### src/rtl/mbgd_phase1_ctrl.sv
// MBGD forward-pass batch sequencer: streams samples through phase1 and emits per-sample h - y.
// Optional batch error accumulator is enabled by defining MBGD_ERR_ACC_EN.
module mbgd_phase1_ctrl #(
    parameter int unsigned DW     = 8,
    parameter int unsigned N      = 8,
    parameter int unsigned BATCH  = 16,
    parameter int unsigned ADDR_W = 4,
    parameter int unsigned LAT    = 4
) (
    input  logic                clk,
    input  logic                reset,
    input  logic                enable,
    input  logic                start,
    input  logic [N*DW-1:0]     teta_in,
    output logic                smp_rd,
    output logic [ADDR_W-1:0]   smp_addr,
    input  logic [N*DW-1:0]     smp_x,
    input  logic [7:0]          smp_y,
    output logic                p1_enable,
    output logic [N*DW-1:0]     p1_x,
    output logic [N*DW-1:0]     p1_teta,
    input  logic [7:0]          p1_h,
    output logic                err_valid,
    output logic [8:0]          err_data,
    output logic [ADDR_W-1:0]   err_idx,
    output logic [ADDR_W+8:0]   err_sum,
    output logic                busy,
    output logic                done
);

    localparam int unsigned DEPTH = LAT + 2;
    localparam int unsigned CNT_W = ADDR_W + 1;

    typedef enum logic [1:0] {StIdle, StIssue, StDrain, StDone} state_e;

    state_e              r_state;
    state_e              w_state_nxt;
    logic [ADDR_W-1:0]   r_rd_cnt;
    logic [CNT_W-1:0]    r_out_cnt;
    logic [N*DW-1:0]     r_p1_x;
    logic [N*DW-1:0]     r_teta;
    logic [DEPTH-1:0]    r_vld;
    logic [ADDR_W-1:0]   r_idx [DEPTH];
    logic [7:0]          r_lbl [1:DEPTH-1];
    logic                r_err_valid;
    logic [8:0]          r_err_data;
    logic [ADDR_W-1:0]   r_err_idx;
    logic                w_start;
    logic                w_issue;
    logic [8:0]          w_err;

    assign w_start = (r_state == StIdle) && start;
    assign w_issue = (r_state == StIssue);
    assign w_err   = {1'b0, p1_h} - {1'b0, r_lbl[DEPTH-1]};

    always_comb begin
        w_state_nxt = r_state;
        unique case (r_state)
            StIdle:  if (start) w_state_nxt = StIssue;
            StIssue: if (r_rd_cnt == ADDR_W'(BATCH - 1)) w_state_nxt = StDrain;
            StDrain: if (r_out_cnt == CNT_W'(BATCH)) w_state_nxt = StDone;
            StDone:  w_state_nxt = StIdle;
            default: w_state_nxt = StIdle;
        endcase
    end

    always_ff @(posedge clk) begin
        if (reset) begin
            r_state <= StIdle;
        end else if (enable) begin
            r_state <= w_state_nxt;
        end
    end

    always_ff @(posedge clk) begin
        if (reset) begin
            r_rd_cnt    <= '0;
            r_out_cnt   <= '0;
            r_p1_x      <= '0;
            r_teta      <= '0;
            r_vld       <= '0;
            r_err_valid <= 1'b0;
            r_err_data  <= '0;
            r_err_idx   <= '0;
            for (int i = 0; i < DEPTH; i++) r_idx[i] <= '0;
            for (int i = 1; i < DEPTH; i++) r_lbl[i] <= '0;
        end else if (enable) begin
            if (w_start) begin
                r_teta    <= teta_in;
                r_rd_cnt  <= '0;
                r_out_cnt <= '0;
            end else begin
                if (w_issue) r_rd_cnt <= r_rd_cnt + 1'b1;
                if (r_vld[DEPTH-1]) r_out_cnt <= r_out_cnt + 1'b1;
            end
            r_p1_x   <= smp_x;
            // Tag line: stage k holds the sample read k+1 enabled cycles ago.
            r_vld    <= {r_vld[DEPTH-2:0], w_issue};
            r_idx[0] <= r_rd_cnt;
            r_lbl[1] <= smp_y;
            for (int i = 1; i < DEPTH; i++) r_idx[i] <= r_idx[i-1];
            for (int i = 2; i < DEPTH; i++) r_lbl[i] <= r_lbl[i-1];
            r_err_valid <= r_vld[DEPTH-1];
            if (r_vld[DEPTH-1]) begin
                r_err_data <= w_err;
                r_err_idx  <= r_idx[DEPTH-1];
            end
        end
    end

`ifdef MBGD_ERR_ACC_EN
    logic [ADDR_W+8:0] r_err_sum;

    always_ff @(posedge clk) begin
        if (reset) begin
            r_err_sum <= '0;
        end else if (enable) begin
            if (w_start) begin
                r_err_sum <= '0;
            end else if (r_err_valid) begin
                r_err_sum <= r_err_sum + {{ADDR_W{r_err_data[8]}}, r_err_data};
            end
        end
    end

    assign err_sum = r_err_sum;
`else
    assign err_sum = '0;
`endif

    assign smp_rd    = w_issue && enable;
    assign smp_addr  = r_rd_cnt;
    assign p1_enable = enable;
    assign p1_x      = r_p1_x;
    assign p1_teta   = r_teta;
    assign err_valid = r_err_valid;
    assign err_data  = r_err_data;
    assign err_idx   = r_err_idx;
    assign busy      = (r_state == StIssue) || (r_state == StDrain);
    assign done      = (r_state == StDone);

endmodule

### config.mk
export PLATFORM = sky130hd
export DESIGN_NAME = mbgd_phase1_ctrl
export DESIGN_NICKNAME = d
export VERILOG_FILES = /design/src/rtl/mbgd_phase1_ctrl.sv
export SDC_FILE = /design/constraint.sdc
export NUM_CORES = 1
export LEC_CHECK = 0
export BUFFER_PORTS_ARGS = -buffer_cell sky130_fd_sc_hd__buf_2
export CORE_UTILIZATION = 50
export CTS_CLUSTER_DIAMETER = 50
export CTS_CLUSTER_SIZE = 14
export DETAILED_ROUTE_END_ITERATION = 12
export MAX_ROUTING_LAYER = met4
export PLACE_DENSITY = 0.8
export SLEW_MARGIN = 40
export SYNTH_ARGS = -nofsm -noshare
export SYNTH_HDL_FRONTEND = slang
export SYNTH_SLANG_ARGS = --single-unit
### constraint.sdc
create_clock -name clk -period 2.81 [get_ports clk]
set_input_delay 0.1405 -clock clk [delete_from_list [all_inputs] [get_ports clk]]
set_output_delay 0.1405 -clock clk [all_outputs]
set_load 0.005 [all_outputs]
==> results of run 1 <==
-- power by group through the flow --
| stage | clock network [mW] | registers [mW] | logic [mW] |
|---|---|---|---|
| after floorplan | 0 | 3.62 | 0.415 |
| after global placement | 0 | 3.61 | 0.685 |
| after detailed placement | 0 | 3.61 | 0.697 |
| after CTS | 3.19 | 3.55 | 0.848 |
| after global routing | 3.30 | 3.57 | 0.958 |
| final | 3.13 | 3.56 | 0.883 |
-- worst max path at each step --
stage                          start     endpoint  slack [ns]  cells past startpoint
after detailed placement  r_state[0]  p1_teta[15]        0.94                      6
final                     r_state[0]  p1_teta[57]        0.78                      6
after global placement    r_state[0]   p1_teta[3]        0.94                      7
after CTS                 r_state[0]  p1_teta[22]        0.91                      6
after floorplan                reset  r_idx[0][0]        0.41                      4
after global routing      r_state[0]  p1_teta[51]        0.69                      7
-- cells by family (layout without fill, tap and decap cells) --
| logic type | Yosys count | in the layout |
|---|---|---|
| simple gates | 329 | 329 |
| flops | 223 | 223 |
| compound gates | 117 | 117 |
| buf+inv | 89 | 500 |
| mux | 69 | 69 |
| fa+ha+maj | 16 | 16 |
| xor+xnor | 3 | 3 |
| other cells | 1 | 14 |
-- repair_timing --
action                                 in CTS  in global routing
hold buffers                              136                  0
endpoints found under the hold margin     136                  0
buffers inserted                            0                  0
-- routing by layer --
metal,vias up,global-route usage,wire [um]
met5,-,-,0
met4,0,0.1484,1234
met3,99,0.06773,1915
met2,375,0.4577,11950
met1,3511,0.2879,9386
li1,3684,-,-
-- metrics by stage --
| stage | cells | power (mW) |
|---|---|---|
| final | 1491 | 7.568 |
| after global routing | 1491 | 7.831 |
| after CTS | 1490 | 7.581 |
| after detailed placement | 1314 | 4.312 |
| after global placement | 1314 | 4.294 |
| after floorplan | 859 | 4.037 |
-- worst reg2reg max path, stage by stage (launching register included) --
cell and delay [ns]:
dfxtp_1 0.39, inv_1 0.08, ha_1 0.27, and2_1 0.25, nand2_4 0.52, nand2_1 0.20
a21oi_1 0.22
-- synthesized netlist by cell type, types with 6 or more instances --
cell	number
o21ai_0	7
buf_6	7
nand3_1	9
nor2_1	80
ha_1	15
a21oi_1	85
buf_2	11
dfxtp_1	159
nand2_1	147
clkbuf_1	23
nor3_1	9
a211oi_1	6
edfxtp_1	64
buf_4	25
and3_1	64
inv_1	16
mux2i_1	69
-- cell type report --
type	count	area, sq um
sequential	223	5105
fill	1066	4444
multi-input combinational	547	3136
timing repair buffer	442	2937
clock buffer	31	690.7
tap	220	275.3
clock inverter	9	102.6
inverter	18	67.56
antenna	1	2.502
-- state kept, by name, indices dropped and copies added, names as in the netlist --
register   flops
err_data       9
err_valid      1
p1_teta       64
r_vld          6
r_idx         24
r_out_cnt      5
err_idx        4
smp_addr       4
p1_x          64
r_lbl         40
r_state        2
==> results.cfg, run 1 <==
[logic_synthesis]
synthArstFlopShare = 0
yosys_register_bits = 223
synth_compound_area_frac = 0.07626
yosysWarnings = 0
synth_area_sq_um = 8680
synth-simple-area-share = 0.1717
synth_top_area_frac = 0.3667
syn_avg_cell_area_sq_um = 10.25
synth_edf_count = 64
synth_top_family_by_area = simple AND/OR/NAND/NOR gates
synth_area_leaders = dfxtp_1, edfxtp_1, mux2i_1
syn_inst = 847
synth.distinct_cells = 45
yosysSeqAreaShare = 0.5882
yosys.area.top_type = dfxtp_1
synthFlopType = dfxtp_1
synth_xor_area_frac = 0.003027
synth.area.mux_share = 0.07957
synth_adder_area_share = 0.02393

[critical_path]
cp_slowest_stage_delay_ns = 0.52
worstSetupStartpointType = flop
arrival_ns = 2.44
r2r-start = r_state[0]
critPathMaxFanout = 64
crit_required_ns = 3.22
crit_type = flop to flop
path_buf_inv = 1
path_delay_family = simple AND/OR/NAND/NOR gates
reg2reg_depth = 6
slowest_stage = nand2_4
path_cells = inv_1, ha_1, and2_1, nand2_4, nand2_1, a21oi_1
r2r-end = p1_teta[57]
worstSetupEndpointType = flop
r2r_slack_ns = 0.78

[grt]
grt_pass1_wl_mm = 37.61
grt_overflow = 0
antenna_found_initial = 1
grt_max_degree = 99
grt_use_total = 0.2700
grt_pass1_vias = 7721

[cells_and_area]
design_area_sq_um = 12320
drive_gt1_frac = 0.2787
syn2layout_area_growth_pct = 41.89
final_cell_mix = buf_2, dfxtp_1, nand2_1
nets = 1420
final_core_util = 0.7348
layout_commonest_cell = buf_2

[sta]
period_share = 0.7213
period_minus_slack_ns = 2.027
rsz0062_at_grt = false
setup_viol = 0
clock_skew_ns = 0.01125
tightest_slew_ns = 0.7758
drv_slew = 0
fin_setup_tns_ns = 0
fin_ws_ns = 0.7832
final_hold_viol_count = 0
slew_headroom = 0.4828
max_freq_mhz = 493.4
whs_ns = 0.03482

[hold_path]
hp-start = p1_h[0]
min_to = err_data[0]
min_path_type = primary input to flop
whs_path_depth = 4

[floorplanning]
rows = 47
die-area_sq_um = 17890
die_y_um = 133.8
initial_core_util = 0.5179
ios = 311
coreArea_sq_um = 16760
die_w_um = 133.8

[routing]
wl_per_cell_um = 16.42
route.vias.total = 7669
postRouteWirelength_mm = 24.49
routed_via_density = 5.144
drt_iter0_markers = 354
firstDrtPassIters = 5
route.detailed.drc = 0
final_antenna_net_count = 0

[placement]
dp_slack_ns = 0.9356
io_buffer_count = 297
dp_hpwl_mm = 13.29
placed_area_sq_um = 10160
routabilityCongestion = 0.8121

[clocking]
cts.htree.levels = 1
cts_tree = built
clk_pin_slew_ns = 0.06
clkLatencyLatePin_ns = 0.50
numCtsBuffers = 24
ctsRootBufferMaster = clkbuf_16
cts_sinks = 223
cts_buffer_depth = 3
cts_resized = 0

[pwr]
p_sw_frac = 0.2391
clkPwrFrac = 0.413
power.density_nw_per_um2 = 614.5
p_int_mw = 5.759
seqPwrFrac = 0.470
p_comb_frac = 0.117
power.switching_mw = 1.809
vdd_drop_max_mv = 0.5244
leakagePower_nw = 5.925

[job]
cap_violations = 0

[outcome]
outcome = completed
(Power assumes the default switching activity.)
==> inputs of run 2 (changes only) <==
- ABC_AREA: default -> 1
- CORE_UTILIZATION: 50 -> 45
- PLACE_DENSITY: 0.8 -> 0.77
- clock period: 2.81 -> 1.7 ns (I/O delays scaled with it)
==> results.cfg, run 2 <==
[sta]
tightest_slew_ns = 0.5477
slew_headroom = 0.6349
fin_ws_ns = 0.08779
rsz0062_at_grt = true
clock_skew_ns = 0.009802
fin_setup_tns_ns = 0
max_freq_mhz = 620.3
drv_slew = 0
period_minus_slack_ns = 1.612
whs_ns = 0.004297
period_share = 0.9484
final_hold_viol_count = 0
setup_viol = 0

[pwr]
clkPwrFrac = 0.429
p_sw_frac = 0.2518
p_comb_frac = 0.125
power.density_nw_per_um2 = 1067
p_int_mw = 10.05
seqPwrFrac = 0.446
vdd_drop_max_mv = 0.9788
power.switching_mw = 3.381
leakagePower_nw = 6.064

[clocking]
cts_buffer_depth = 3
cts.htree.levels = 1
numCtsBuffers = 27
clk_pin_slew_ns = 0.06
cts_tree = built
cts_sinks = 223
ctsRootBufferMaster = clkbuf_16
clkLatencyLatePin_ns = 0.52

[cells_and_area]
final_core_util = 0.6728
nets = 1601
final_cell_mix = buf_2, nor2_1, nand2_1
drive_gt1_frac = 0.2543
layout_commonest_cell = buf_2
syn2layout_area_growth_pct = 46.75
final_cells = 1690

[logic_synthesis]
syn_inst = 1010
yosys.area.top_type = dfxtp_1
yosysSeqAreaShare = 0.5953
synth_area_leaders = dfxtp_1, edfxtp_1, nor2_1
yosys_register_bits = 223
synth_top_area_frac = 0.3712
synth.distinct_cells = 28
syn_avg_cell_area_sq_um = 8.491
synthArstFlopShare = 0
synth_area_sq_um = 8576
synth_most_common_cell = nor2_1
synth_edf_count = 64
yosysWarnings = 0
synth_common_cells = nor2_1, nand2_1, dfxtp_1
synthFlopType = dfxtp_1

[grt]
grt_pass1_wl_mm = 37.55
grt_max_degree = 76
grt_use_total = 0.2463
antenna_found_initial = 1
grt_pass1_vias = 7735
grt_overflow = 0

[routing]
routed_via_density = 4.838
drt_iter0_markers = 411
route.detailed.drc = 0
wl_per_cell_um = 14.27
postRouteWirelength_mm = 24.11
firstDrtPassIters = 5
final_antenna_net_count = 0
route.vias.total = 8176

[hold_path]
min_path_type = primary input to flop

[critical_path]
worstSetupEndpointType = output pin
slowest_stage = dfxtp_1
path_delay_family = flip-flops
cp_slowest_stage_delay_ns = 0.39
r2r_slack_ns = 0.11
crit_required_ns = 1.62
path_cells = inv_1, ha_1, nand2_1, inv_1, buf_2
crit_type = flop to output pin
path_buf_inv = 3
critPathMaxFanout = 4
arrival_ns = 1.53
worstSetupStartpointType = flop
cp_common_cell = inv_1

[floorplanning]
rows = 50
die_w_um = 140.0
ios = 311
die_y_um = 140.0
die-area_sq_um = 19610
coreArea_sq_um = 18710
initial_core_util = 0.4585

[placement]
io_buffer_count = 297
dp_hpwl_mm = 14.22
routabilityCongestion = 0.8564
dp_cells = 1503
dp_slack_ns = -0.04812

[outcome]
outcome = completed

[job]
cap_violations = 0
==> run 2: worst paths after layout <==
kind	startpoint	to	depth (start not counted)
hold reg to reg	p1_x[51]	p1_x[51]	2
setup reg to reg	r_state[1]	p1_teta[44]	8
hold / removal	reset	r_vld[5]	4
setup / recovery	r_state[1]	smp_rd	5
==> run 2: final cells by class <==
cell class,count,area [sq um]
diodes,1,2.502
multi-input cells,625,2789
clock inverters,16,191.4
clock buffers,31,721.9
flip-flops and latches,223,5105
well taps,234,292.8
inverters,107,401.6
fillers,1389,6121
repair buffers,453,3080
==> run 2: stage by stage <==
step | area, sq um | power [mW]
after floorplan | 8623 | 6.832
after global placement | 10250 | 7.417
after detailed placement | 10250 | 7.459
after CTS | 12550 | 13.49
after global routing | 12580 | 13.97
final | 12580 | 13.43
==> run 2: kinds of logic after synthesis <==
logic type      synth area share
compound gates           0.09790
xor+xnor                0.003064
fa+ha+maj                0.02422
buf+inv                  0.08652
flops                     0.5953
other cells            0.0004373
simple gates              0.1926
==> run 2: what timing repair did <==
| action | in CTS | in global routing |
|---|---|---|
| buffers inserted | 0 | 1 |
| pin swaps | 0 | 2 |
| gates resized for setup | 1 | 10 |
| hold buffers | 138 | 0 |
| endpoints found under the hold margin | 138 | 0 |
| setup endpoints to repair | 58 | 65 |
==> run 2: metal layers <==
metal	wire [um]	part of all wire	GRT usage	vias to the layer above
met5	0	0	-	-
met4	1382	0.057	0.1463	0
met3	1763	0.073	0.05573	104
met2	11810	0.49	0.4163	347
met1	9153	0.38	0.2649	3705
li1	-	-	-	4020
==> run 2: worst register-to-register path: cells and delay by family (launching register included) <==
kind                       cells  cell delay [ns]
DFF                            1             0.34
and+or+nand+nor                4             0.53
adders and majority gates      1             0.19
buffers and inverters          3             0.43
==> run 2: power by group through the flow <==
stage          Combinational (mW)  Clock (mW)  Sequential (mW)
4_1_cts                      1.63        5.88             5.98
2_1_floorplan               0.731           0             6.10
3_5_place_dp                 1.37           0             6.09
6_report                     1.68        5.76             5.98
5_1_grt                      1.86        6.09             6.02
3_3_place_gp                 1.34           0             6.08
==> inputs of run 3 (changes only) <==
==> constraint.sdc (replaced) <==
create_clock -name clk -period 1.7 [get_ports clk]
set_input_delay 0.17 -clock clk [delete_from_list [all_inputs] [get_ports clk]]
set_output_delay 0.17 -clock clk [all_outputs]
set_load 0.005 [all_outputs]
==> results.cfg, run 3 (synthesized netlist as in run 2, its figures left out) <==
[sta]
fin_ws_ns = 0.08107
tightest_slew_ns = 0.6219
drv_slew = 0
period_minus_slack_ns = 1.619
clock_skew_ns = 0.008741
rsz0062_at_grt = false
max_freq_mhz = 617.7
setup_viol = 0
period_share = 0.9523
slew_headroom = 0.5854
fin_setup_tns_ns = 0
final_hold_viol_count = 0

[clocking]
cts.htree.levels = 1
cts_sinks = 223
numCtsBuffers = 25
ctsRootBufferMaster = clkbuf_16
cts_buffer_depth = 3
cts_tree = built
clkLatencyLatePin_ns = 0.51
clk_pin_slew_ns = 0.06

[placement]
dp_slack_ns = -0.05522
placed_area_sq_um = 10250
io_buffer_count = 297
dp_hpwl_mm = 14.43
routabilityCongestion = 0.8510

[critical_path]
crit_type = flop to output pin
crit_required_ns = 1.53
arrival_ns = 1.45
cp_slowest_stage_delay_ns = 0.34
critPathMaxFanout = 4
worstSetupStartpointType = flop
worstSetupEndpointType = output pin
path_cells = inv_1, ha_2, nand2_1, inv_2, buf_2
slowest_stage = dfxtp_2

[cells_and_area]
layout_commonest_cell = buf_2
syn2layout_area_growth_pct = 45.61
design_area_sq_um = 12490
nets = 1600
final_cell_mix = buf_2, nor2_1, nand2_1
drive_gt1_frac = 0.2558
final_core_util = 0.6676

[routing]
route.detailed.drc = 0
firstDrtPassIters = 4
routed_via_density = 4.823
drt_iter0_markers = 495
postRouteWirelength_mm = 23.79
final_antenna_net_count = 0
wl_per_cell_um = 14.07
route.vias.total = 8155

[floorplanning]
coreArea_sq_um = 18710
rows = 50
die_w_um = 140.0
die_y_um = 140.0
die-area_sq_um = 19610
initial_core_util = 0.4585
ios = 311

[pwr]
power.density_nw_per_um2 = 1039
vdd_drop_max_mv = 0.7700
leakagePower_nw = 6.019

[grt]
grt_max_degree = 76
grt_pass1_vias = 7569
grt_use_total = 0.2413
grt_overflow = 0
antenna_found_initial = 1
grt_pass1_wl_mm = 37.03

[hold_path]
min_path_type = primary input to flop

[job]
cap_violations = 0

[outcome]
outcome = completed
[run 3: changes by cell type in the layout (fill, tap and decap cells not counted), sizes merged]
cell | previous run | this run
buf | 315 | 318
bufinv | 2 | 1
clkbuf | 31 | 32
clkinvlp | 1 | 2
diode | 1 | 3
dlygate4sd3 | 138 | 136
inv | 113 | 110
[run 3: area by class of cell]
cell class,instances,area (sq um)
fill,1436,6218
clock buffer,32,704.4
tap,234,292.8
antenna,3,7.507
multi-input combinational,625,2789
sequential,223,5107
timing repair buffer,454,3055
clock inverter,13,128.9
inverter,107,401.6
[run 3: worst paths after layout]
path                                    from          end  slack [ns]  cells after the start
worst min register to register      p1_x[12]     p1_x[12]        0.46                      2
worst max register to register  r_lbl[0][40]  err_data[6]        0.11                     11
worst max-delay path              r_state[1]       smp_rd        0.08                      5
worst min-delay path                 p1_h[0]  err_data[0]        0.03                      4
[run 3: where the power goes]
group	total (mW)	switching, mW	internal, mW
logic	1.66	0.871	0.791
clock network	5.33	2.19	3.13
registers	5.99	0.164	5.83
total	13.0	3.23	9.75
[run 3: metal layers]
layer,vias up,track usage,routed length (um)
li1,4027,-,-
met1,3719,0.2712,9580
met2,330,0.4171,11830
met3,79,0.04821,1490
met4,0,0.1035,881
met5,-,-,0
[run 3: repair_timing]
item | CTS | global route
hold endpoints to repair | 136 | 0
resized for setup | 2 | 7
hold buffers | 136 | 0
endpoints found under the setup margin | 47 | 63
pin swaps | 0 | 1
buffers inserted | 0 | 2
[run 3: through the flow]
stage	cells	power [mW]	hold WS, ns
finish	1691	12.98	0.03333
global route	1689	13.56	0.06555
CTS	1686	13.07	0.01703
detailed placement	1505	7.456	0.3961
global placement	1505	7.419	0.3891
floorplan	1022	6.832	0.3049
[run 3: critical path, delay by kind of cell (launching register included)]
family | cells | cell delay [ns]
fa+ha+maj | 1 | 0.19
buf+inv | 3 | 0.33
flops | 1 | 0.34
simple gates | 1 | 0.09
